===== config.mk =====
export PLATFORM = sky130hd
export DESIGN_NAME = uart_fifo_ctrl
export DESIGN_NICKNAME = d
export VERILOG_FILES = /design/src/rtl/uart_fifo_ctrl.sv
export SDC_FILE = /design/constraint.sdc
export NUM_CORES = 1
export LEC_CHECK = 0
export ABC_AREA = 1
export BUFFER_PORTS_ARGS = -buffer_cell sky130_fd_sc_hd__buf_2
export CAP_MARGIN = 20
export CORE_MARGIN = 4
export CORE_UTILIZATION = 25
export DETAILED_ROUTE_END_ITERATION = 10
export GPL_ROUTABILITY_DRIVEN = 1
export GPL_TIMING_DRIVEN = 0
export SYNTH_ARGS = -nofsm -noshare
export SYNTH_HDL_FRONTEND = slang
export SYNTH_SLANG_ARGS = --single-unit

===== constraint.sdc =====
create_clock -name clock -period 2.6 [get_ports clock]
set_input_delay 0.39 -clock clock [delete_from_list [all_inputs] [get_ports clock]]
set_output_delay 0.39 -clock clock [all_outputs]
set_load 0.05 [all_outputs]

===== src/rtl/uart_fifo_ctrl.sv =====
// Host-side UART controller: TX FIFO feeding the UART transmit handshake,
// RX FIFO capturing received bytes, and a four-register byte-wide bus.
module uart_fifo_ctrl #(
  parameter int unsigned TX_DEPTH = 16,
  parameter int unsigned RX_DEPTH = 16
) (
  input  logic       clock,
  input  logic       reset,
  input  logic [1:0] bus_addr,
  input  logic       bus_we,
  input  logic       bus_re,
  input  logic [7:0] bus_wdata,
  output logic [7:0] bus_rdata,
  output logic       irq,
  output logic       TX_start,
  output logic [7:0] TX_data,
  input  logic       TX_done,
  input  logic [7:0] RX_data,
  input  logic       RX_dv
);

  localparam int unsigned TX_AW = $clog2(TX_DEPTH);
  localparam int unsigned TX_CW = TX_AW + 1;
  localparam int unsigned RX_AW = $clog2(RX_DEPTH);
  localparam int unsigned RX_CW = RX_AW + 1;

  typedef enum logic [1:0] {
    S_IDLE  = 2'd0,
    S_START = 2'd1,
    S_WAIT  = 2'd2
  } tx_state_t;

  tx_state_t state, state_nxt;

  logic [7:0]       tx_mem [TX_DEPTH];
  logic [TX_AW-1:0] tx_wr_ptr, tx_rd_ptr;
  logic [TX_CW-1:0] tx_count;
  logic [7:0]       rx_mem [RX_DEPTH];
  logic [RX_AW-1:0] rx_wr_ptr, rx_rd_ptr;
  logic [RX_CW-1:0] rx_count;

  logic       tx_drop, rx_overrun;
  logic [2:0] ien;

  logic       tx_full_c, tx_empty_c, rx_full_c, rx_empty_c;
  logic       wr_c, rd_c;
  logic       tx_push_c, tx_pop_c, tx_drop_set_c, tx_busy_c;
  logic       rx_push_c, rx_pop_c, rx_ovr_set_c;
  logic [7:0] status_c, rdata_nxt_c;
  logic       irq_nxt_c;

  // Bus decode: a write wins over a simultaneous read
  always_comb begin
    tx_full_c     = (tx_count == TX_CW'(TX_DEPTH));
    tx_empty_c    = (tx_count == '0);
    rx_full_c     = (rx_count == RX_CW'(RX_DEPTH));
    rx_empty_c    = (rx_count == '0);
    wr_c          = bus_we;
    rd_c          = bus_re && !bus_we;
    tx_push_c     = wr_c && (bus_addr == 2'd0) && (!tx_full_c || tx_pop_c);
    tx_drop_set_c = wr_c && (bus_addr == 2'd0) && tx_full_c && !tx_pop_c;
    rx_pop_c      = rd_c && (bus_addr == 2'd0) && !rx_empty_c;
    rx_push_c     = RX_dv && (!rx_full_c || rx_pop_c);
    rx_ovr_set_c  = RX_dv && rx_full_c && !rx_pop_c;
  end

  // TX FSM: state register
  always_ff @(posedge clock) begin
    if (reset) state <= S_IDLE;
    else       state <= state_nxt;
  end

  // TX FSM: next state
  always_comb begin
    state_nxt = state;
    case (state)
      S_IDLE:  if (!tx_empty_c) state_nxt = S_START;
      S_START: state_nxt = S_WAIT;
      S_WAIT:  if (TX_done) state_nxt = S_IDLE;
      default: state_nxt = S_IDLE;
    endcase
  end

  // TX FSM: outputs; the head byte is popped on the IDLE->START transition
  always_comb begin
    tx_pop_c  = (state == S_IDLE) && !tx_empty_c;
    tx_busy_c = (state != S_IDLE);
  end

  // TX_start is registered so it is high exactly while the FSM sits in START
  always_ff @(posedge clock) begin
    if (reset) begin
      TX_start <= 1'b0;
      TX_data  <= 8'h00;
    end else begin
      TX_start <= tx_pop_c;
      if (tx_pop_c) TX_data <= tx_mem[tx_rd_ptr];
    end
  end

  always_ff @(posedge clock) begin
    if (reset) begin
      tx_wr_ptr <= '0;
      tx_rd_ptr <= '0;
      tx_count  <= '0;
    end else begin
      if (tx_push_c) tx_wr_ptr <= tx_wr_ptr + TX_AW'(1);
      if (tx_pop_c)  tx_rd_ptr <= tx_rd_ptr + TX_AW'(1);
      case ({tx_push_c, tx_pop_c})
        2'b10:   tx_count <= tx_count + TX_CW'(1);
        2'b01:   tx_count <= tx_count - TX_CW'(1);
        default: ;
      endcase
    end
  end

  always_ff @(posedge clock) begin
    if (tx_push_c) tx_mem[tx_wr_ptr] <= bus_wdata;
  end

  always_ff @(posedge clock) begin
    if (reset) begin
      rx_wr_ptr <= '0;
      rx_rd_ptr <= '0;
      rx_count  <= '0;
    end else begin
      if (rx_push_c) rx_wr_ptr <= rx_wr_ptr + RX_AW'(1);
      if (rx_pop_c)  rx_rd_ptr <= rx_rd_ptr + RX_AW'(1);
      case ({rx_push_c, rx_pop_c})
        2'b10:   rx_count <= rx_count + RX_CW'(1);
        2'b01:   rx_count <= rx_count - RX_CW'(1);
        default: ;
      endcase
    end
  end

  always_ff @(posedge clock) begin
    if (rx_push_c) rx_mem[rx_wr_ptr] <= RX_data;
  end

  // Sticky error bits (a new event wins over a same-cycle clear) and IEN
  always_ff @(posedge clock) begin
    if (reset) begin
      tx_drop    <= 1'b0;
      rx_overrun <= 1'b0;
      ien        <= 3'b000;
    end else begin
      if (tx_drop_set_c)                                    tx_drop <= 1'b1;
      else if (wr_c && (bus_addr == 2'd1) && bus_wdata[6])  tx_drop <= 1'b0;
      if (rx_ovr_set_c)                                     rx_overrun <= 1'b1;
      else if (wr_c && (bus_addr == 2'd1) && bus_wdata[4])  rx_overrun <= 1'b0;
      if (wr_c && (bus_addr == 2'd2)) ien <= bus_wdata[2:0];
    end
  end

  // Read mux and interrupt, both registered below
  always_comb begin
    status_c    = {1'b0, tx_drop, tx_busy_c, rx_overrun, rx_full_c,
                   !rx_empty_c, tx_empty_c, tx_full_c};
    rdata_nxt_c = 8'h00;
    if (rd_c) begin
      case (bus_addr)
        2'd0:    if (!rx_empty_c) rdata_nxt_c = rx_mem[rx_rd_ptr];
        2'd1:    rdata_nxt_c = status_c;
        2'd2:    rdata_nxt_c = {5'b00000, ien};
        default: rdata_nxt_c = 8'(rx_count);
      endcase
    end
    irq_nxt_c = (ien[0] && !rx_empty_c)
              || (ien[1] && tx_empty_c && (state == S_IDLE))
              || (ien[2] && (rx_overrun || tx_drop));
  end

  always_ff @(posedge clock) begin
    if (reset) begin
      bus_rdata <= 8'h00;
      irq       <= 1'b0;
    end else begin
      bus_rdata <= rdata_nxt_c;
      irq       <= irq_nxt_c;
    end
  end

endmodule


==> results of run 1 <==
## flip-flops by register name, indices dropped and copies added (netlist names), 2 cells and up, named ones only
register / cells
TX_data: 8
tx_count: 5
state: 2
rx_count: 5
ien: 3
bus_rdata: 8
rx_rd_ptr: 4
tx_rd_ptr: 4
rx_mem: 128
tx_wr_ptr: 4
rx_wr_ptr: 4
tx_mem: 128
## metal layers
| metal | GRT usage | vias up | wire length [um] |
|---|---|---|---|
| li1 | - | 4306 | - |
| met1 | 0.148 | 4248 | 14200 |
| met2 | 0.188 | 259 | 15400 |
| met3 | 0.0114 | 50 | 1780 |
| met4 | 0.0379 | 0 | 837 |
| met5 | 0 | - | 0 |
## synthesized netlist by cell type
cell type,count,area (um2)
ha_1,18,225
nand3_1,179,896
nor3_4,1,16.3
nand2_1,242,908
buf_6,10,113
a21oi_1,38,190
o21ai_1,6,30.0
o21bai_1,1,7.51
nand3b_1,1,7.51
buf_1,3,11.3
a21boi_1,1,7.51
o211ai_2,9,113
o211ai_1,18,135
clkinv_2,1,5.00
a31oi_1,2,12.5
inv_2,8,30.0
clkbuf_2,1,5.00
fa_1,1,20.0
o21ai_0,62,310
edfxtp_1,256,7690
dfxtp_1,55,1100
nand2_2,10,62.6
nor3_2,1,10.0
nor2_1,140,526
clkinv_1,3,11.3
buf_4,6,45.0
clkbuf_1,3,11.3
nor2_2,4,25.0
buf_2,32,160
xnor2_1,3,26.3
inv_1,85,319
a21o_1,1,7.51
inv_4,1,6.26
nand4_1,2,12.5
xor2_1,10,87.6
## worst min-delay path by stage
stage	start	to	slack (ns)	cells after the start
final	RX_dv	rx_overrun$_SDFFE_PP0P_	0.15	3
after global routing	RX_dv	rx_overrun$_SDFFE_PP0P_	0.16	3
after CTS	RX_dv	rx_overrun$_SDFFE_PP0P_	0.12	3
after detailed placement	ien[0]$_SDFFE_PP0P_	ien[0]$_SDFFE_PP0P_	0.47	2
after global placement	ien[0]$_SDFFE_PP0P_	ien[0]$_SDFFE_PP0P_	0.46	2
after floorplan	ien[0]$_SDFFE_PP0P_	ien[0]$_SDFFE_PP0P_	0.44	2
## power by group through the flow
stage | registers, mW | clock network [mW] | logic, mW
2_1_floorplan | 5.93 | 0 | 1.74
3_3_place_gp | 5.75 | 0 | 2.68
3_5_place_dp | 5.76 | 0 | 2.72
4_1_cts | 5.65 | 4.25 | 2.74
5_1_grt | 5.67 | 4.45 | 3.07
6_report | 5.65 | 4.15 | 2.75
## layout make-up
cell class	count	area, um2	area share
clock buffer	42	835	0.0551
clock inverter	11	98.8	0.00653
timing repair buffer	40	200	0.0132
sequential	311	8790	0.580
tap	680	851	0.0562
multi-input combinational	750	3650	0.241
inverter	98	377	0.0249
buffer	54	340	0.0225
## placed cells by master, fill, tap and decap left out, types with 16 or more instances in the layout
| master | Yosys | layout |
|---|---|---|
| a21oi_1 | 38 | 38 |
| buf_2 | 32 | 71 |
| clkbuf_16 | 0 | 29 |
| dfxtp_1 | 55 | 55 |
| edfxtp_1 | 256 | 256 |
| ha_1 | 18 | 16 |
| inv_1 | 85 | 85 |
| nand2_1 | 242 | 242 |
| nand3_1 | 179 | 179 |
| nor2_1 | 140 | 140 |
| o211ai_1 | 18 | 18 |
| o21ai_0 | 62 | 61 |
## critical path, cell delays in order, from the launching register on
cell and delay, ns:
dfxtp_1 0.33, nor2_1 0.15, nand3_1 0.10, nor2_2 0.14, nand2_1 0.08, nand2_2 0.16, ha_2 0.27, inv_1 0.07
fa_1 0.42, o21ai_2 0.18, a21o_1 0.13, nand2_1 0.04, nand2_1 0.05, nand2_1 0.05, a21oi_1 0.11
## repair_timing
| action | 4_1_cts | 5_1_grt |
|---|---|---|
| setup endpoints to repair | 1 | 3 |
| resized for setup | 1 | 6 |
| endpoints found under the hold margin | 0 | 0 |
| cloned | 0 | 0 |
## logic make-up (layout without fill, tap and decap cells)
| kind of cell | Yosys count | after routing | share of synthesized area |
|---|---|---|---|
| simple gates | 580 | 580 | 0.187 |
| flops | 311 | 311 | 0.669 |
| compound gates | 138 | 138 | 0.0619 |
| buf+inv | 153 | 245 | 0.0546 |
| xor+xnor | 13 | 13 | 0.00866 |
| fa+ha+maj | 19 | 19 | 0.0187 |
==> impl_metrics.csv, run 1 <==
group,metric,value,unit
sta,rsz0062_at_grt,"false",
pwr,power_switching,3.80,mW
worst_hold_path,hold_path_class,"in2reg",
sta,period_share,0.902,
worst_setup_path,end_kind,"register",
worst_setup_path,crit_path_max_fanout,8,
grt,antenna_found_initial,0,
sta,setup_ws,0.255,ns
placement,port_buffers,40,
cells_and_area,instances_no_fill,1986,
synth,synth-seq-cells,311,
routing,via_per_inst,4.46,
clock_network,root_buffer,"clkbuf_16",
synth,ys_warn_count,0,
clock_network,cts_made_buffers,29,
routing,route.detailed.drc,0,
routing,wl,32.3,mm
sta,fmaxAchievable,426,MHz
synth,syn_area,13100,um2
pwr,powerDensity,829,nW/um2
placement,hpwl,22.3,mm
worst_setup_path,regToRegStartpoint,"tx_count[0]$_SDFFE_PP0P_",
synth,yosysUniqueCellTypes,35,
placement,globalplace.congestion,0.860,
run_status,status,"finished clean",
synth,synth_nets,1257,
die,die_h,237,um
pwr,power_frac_seq,0.450,
pwr,vdd_drop_max,0.491,mV
clock_network,clkTransAtPathRegs,0.06,ns
cells_and_area,syn_to_final_growth,15.2,%
placement,placed_cell_area,14200,um2
sta,tightest_slew,0.979,ns
sta,relSlewSlack,0.345,
clock_network,h-tree-depth,1,
die,ios,42,
sta,setup_viol,0,
job,cap_violations,0,
sta,min_period,2.35,ns
worst_setup_path,arrival,2.83,ns
sta,finalHoldViolCount,0,
routing,vias,8863,
placement,dp_slack,-0.0107,ns
clock_network,postCtsSetupBuffers,0,
die,start_util,0.254,
cells_and_area,drive_gt1_frac,0.130,
clock_network,cts-hold-fix-buffers,0,
pwr,p_sw_frac,0.303,
clock_network,clock_path_buffers,3,
grt,grt_max_degree,18,
sta,fin_tns_setup,0,ns
synth,yosysSeqAreaShare,0.669,
pwr,p_leak,5.58,nW
synth,synthCells,1214,
grt,overflow,0,
synth,avgSynthCellArea,10.8,um2
grt,grt_pass1_vias,8603,
clock_network,clock_sinks,311,
sta,fin_skew,0.0119,ns
die,rows,83,
worst_setup_path,cp-endpoint,"tx_count[4]$_SDFFE_PP0P_",
routing,routedWlPerCell,16.2,um
cells_and_area,final_util,0.293,
worst_setup_path,rr_endpoint,"tx_count[4]$_SDFFE_PP0P_",
pwr,p_int,8.75,mW
sta,slew_viol_final,0,
die,die_x,237,um
clock_network,clock_latency,0.56,ns
worst_setup_path,worstPathRequired,3.08,ns
worst_setup_path,reg2reg_depth,14,
sta,whs,0.154,ns
routing,antenna_left,0,
routing,first_pass_iters,5,
worst_setup_path,start_kind,"register",
routing,drtIter0Drc,749,
cells_and_area,fin_nets,1327,
pwr,total_power,12.6,mW
cells_and_area,diodes,0,
placement,dp_cells,1934,
worst_setup_path,rrSetupSlack,0.25,ns
die,dieArea,56300,um2
pwr,power.share.combinational,0.219,
clock_network,cts_tree,"yes",
pwr,power_frac_clock,0.330,
die,coreArea,51700,um2
worst_setup_path,crit_path_start,"tx_count[0]$_SDFFE_PP0P_",
cells_and_area,stdcell_area,15100,um2
cells_and_area,fillers,5301,
worst_setup_path,crit_type,"reg2reg",
grt,grt_pass1_wl,49.5,mm
grt,grt_use_total,0.111,
No activity file was read; power rests on OpenSTA's default activity.
==> run 2: changes to the inputs <==
--- a/config.mk
+++ b/config.mk
@@ -13,6 +13,8 @@
 export DETAILED_ROUTE_END_ITERATION = 10
 export GPL_ROUTABILITY_DRIVEN = 1
 export GPL_TIMING_DRIVEN = 0
+export RECOVER_POWER = 25
 export SYNTH_ARGS = -nofsm -noshare
 export SYNTH_HDL_FRONTEND = slang
 export SYNTH_SLANG_ARGS = --single-unit
+export TNS_END_PERCENT = 50
==> constraint.sdc (replaced) <==
create_clock -name clock -period 2.4 [get_ports clock]
set_input_delay 0.36 -clock clock [delete_from_list [all_inputs] [get_ports clock]]
set_output_delay 0.36 -clock clock [all_outputs]
set_load 0.05 [all_outputs]
==> impl_metrics.csv, run 2 (synthesis gave the netlist of run 1 again) <==
group,metric,value,unit
run_status,status,"finished clean",
worst_setup_path,regToRegStartpoint,"rx_count[1]$_SDFFE_PP0P_",
sta,fin_skew,0.0139,ns
cells_and_area,largestRegisters,"rx_mem: 128 flops, tx_mem: 128 flops",
placement,dp_slack,-0.211,ns
die,die_x,237,um
clock_network,clock_latency,0.56,ns
clock_network,cts-hold-fix-buffers,0,
sta,setup_viol,0,
placement,dp_cells,1934,
clock_network,h-tree-depth,1,
cells_and_area,stdcell_area,15300,um2
placement,globalplace.congestion,0.860,
worst_setup_path,rrSetupSlack,0.06,ns
worst_setup_path,crit_type,"reg2reg",
die,rows,83,
die,coreArea,51700,um2
die,start_util,0.254,
worst_hold_path,min_from,"RX_dv",
sta,tightest_slew,0.975,ns
die,die_h,237,um
cells_and_area,diodes,0,
pwr,total_power,13.7,mW
cells_and_area,instances_no_fill,1993,
worst_setup_path,arrival,2.75,ns
cells_and_area,fin_nets,1334,
grt,grt_max_degree,18,
placement,placed_cell_area,14200,um2
cells_and_area,drive_gt1_frac,0.135,
worst_setup_path,crit_path_max_fanout,5,
routing,drtIter0Drc,713,
grt,grt_use_total,0.111,
die,ios,42,
cells_and_area,syn_to_final_growth,16.1,%
routing,wl,32.3,mm
worst_setup_path,end_kind,"register",
routing,route.detailed.drc,0,
sta,fin_tns_setup,0,ns
routing,routedWlPerCell,16.2,um
placement,hpwl,22.3,mm
grt,antenna_found_initial,0,
clock_network,clkTransAtPathRegs,0.06,ns
grt,overflow,0,
clock_network,cts_tree,"yes",
sta,setup_ws,0.0619,ns
routing,first_pass_iters,5,
worst_setup_path,start_kind,"register",
worst_hold_path,hold_path_class,"in2reg",
clock_network,cts_made_buffers,29,
clock_network,clock_path_buffers,3,
sta,finalHoldViolCount,0,
routing,vias,8904,
pwr,p_leak,5.58,nW
placement,port_buffers,40,
sta,slew_viol_final,0,
sta,min_period,2.34,ns
sta,relSlewSlack,0.348,
cells_and_area,layout_common_cells,"edfxtp_1, nand2_1, nand3_1",
routing,antenna_left,0,
pwr,vdd_drop_max,0.533,mV
sta,period_share,0.974,
grt,grt_pass1_vias,8603,
grt,grt_pass1_wl,49.5,mm
sta,fmaxAchievable,428,MHz
cells_and_area,final_common_cell,"edfxtp_1",
pwr,powerDensity,897,nW/um2
die,dieArea,56300,um2
worst_setup_path,crit_path_start,"rx_count[1]$_SDFFE_PP0P_",
clock_network,root_buffer,"clkbuf_16",
job,cap_violations,0,
routing,via_per_inst,4.47,
worst_setup_path,worstPathRequired,2.81,ns
clock_network,clock_sinks,311,
## run 2: cell types whose count changed in the layout (fill, tap and decap cells not counted), moves of 2 or more
| cell | before | now |
|---|---|---|
| buf_2 | 71 | 61 |
| buf_4 | 6 | 13 |
| clkbuf_1 | 10 | 20 |
| dfxtp_1 | 55 | 53 |
| dfxtp_2 | 0 | 2 |
| ha_2 | 2 | 0 |
| ha_4 | 0 | 3 |
| inv_1 | 85 | 83 |
| nand2_2 | 9 | 7 |
| nand2_4 | 1 | 4 |
## run 2: metal layers
layer	wire length, um	global-route usage	part of all wire
met3	1840	0.0114	0.057
met5	0	0	0
met1	14100	0.148	0.44
met4	873	0.0379	0.027
met2	15400	0.188	0.48
## run 2: critical path: stages (launching register included)
cell and delay [ns]:
dfxtp_2 0.35, inv_2 0.07, nand2_2 0.06, nor3_4 0.27
nand2_2 0.13, nand2_4 0.12, clkinvlp_4 0.15, ha_4 0.22
xor2_2 0.18, ha_1 0.18, inv_1 0.05, nand2_1 0.09
nand3_2 0.09, nand2_1 0.05, nand2_1 0.05, nand2_1 0.04
nand2_1 0.06, a21oi_2 0.05
## run 2: metrics by stage
stage	hold slack (ns)	utilization
6_report	0.139	0.295
5_1_grt	0.140	0.295
4_1_cts	0.0941	0.293
3_5_place_dp	0.467	0.274
3_3_place_gp	0.462	0.274
2_1_floorplan	0.439	-
## run 2: timing repair
item / CTS / global route
buffers inserted: 0 / 7
hold endpoints to repair: 0 / 0
gates resized for setup: 4 / 19
endpoints found under the setup margin: 2 / 12
pin swaps: 0 / 5
## run 2: path summary, 6_finish.rpt
kind	to	depth (start not counted)
worst max-delay path	rx_count[4]$_SDFFE_PP0P_	17
worst max register to register	rx_count[4]$_SDFFE_PP0P_	17
worst min-delay path	rx_overrun$_SDFFE_PP0P_	3
worst min register to register	ien[0]$_SDFFE_PP0P_	2
## run 2: cell type report
cell class                 instances  area [um2]
clock buffer                      42         835
multi-input combinational        750        3720
fill                            5294       36500
sequential                       311        8790
inverter                          98         380
tap                              680         851
buffer                            54         340
clock inverter                    11        98.8
timing repair buffer              47         240
## run 2: report_power, final
group          switching, mW  total (mW)  leakage (nW)  internal (mW)
clock                   1.97        4.50         0.457           2.53
sequential             0.110        6.13          2.76           6.02
combinational           2.07        3.06          2.36          0.995
total                   4.15        13.7          5.58           9.54
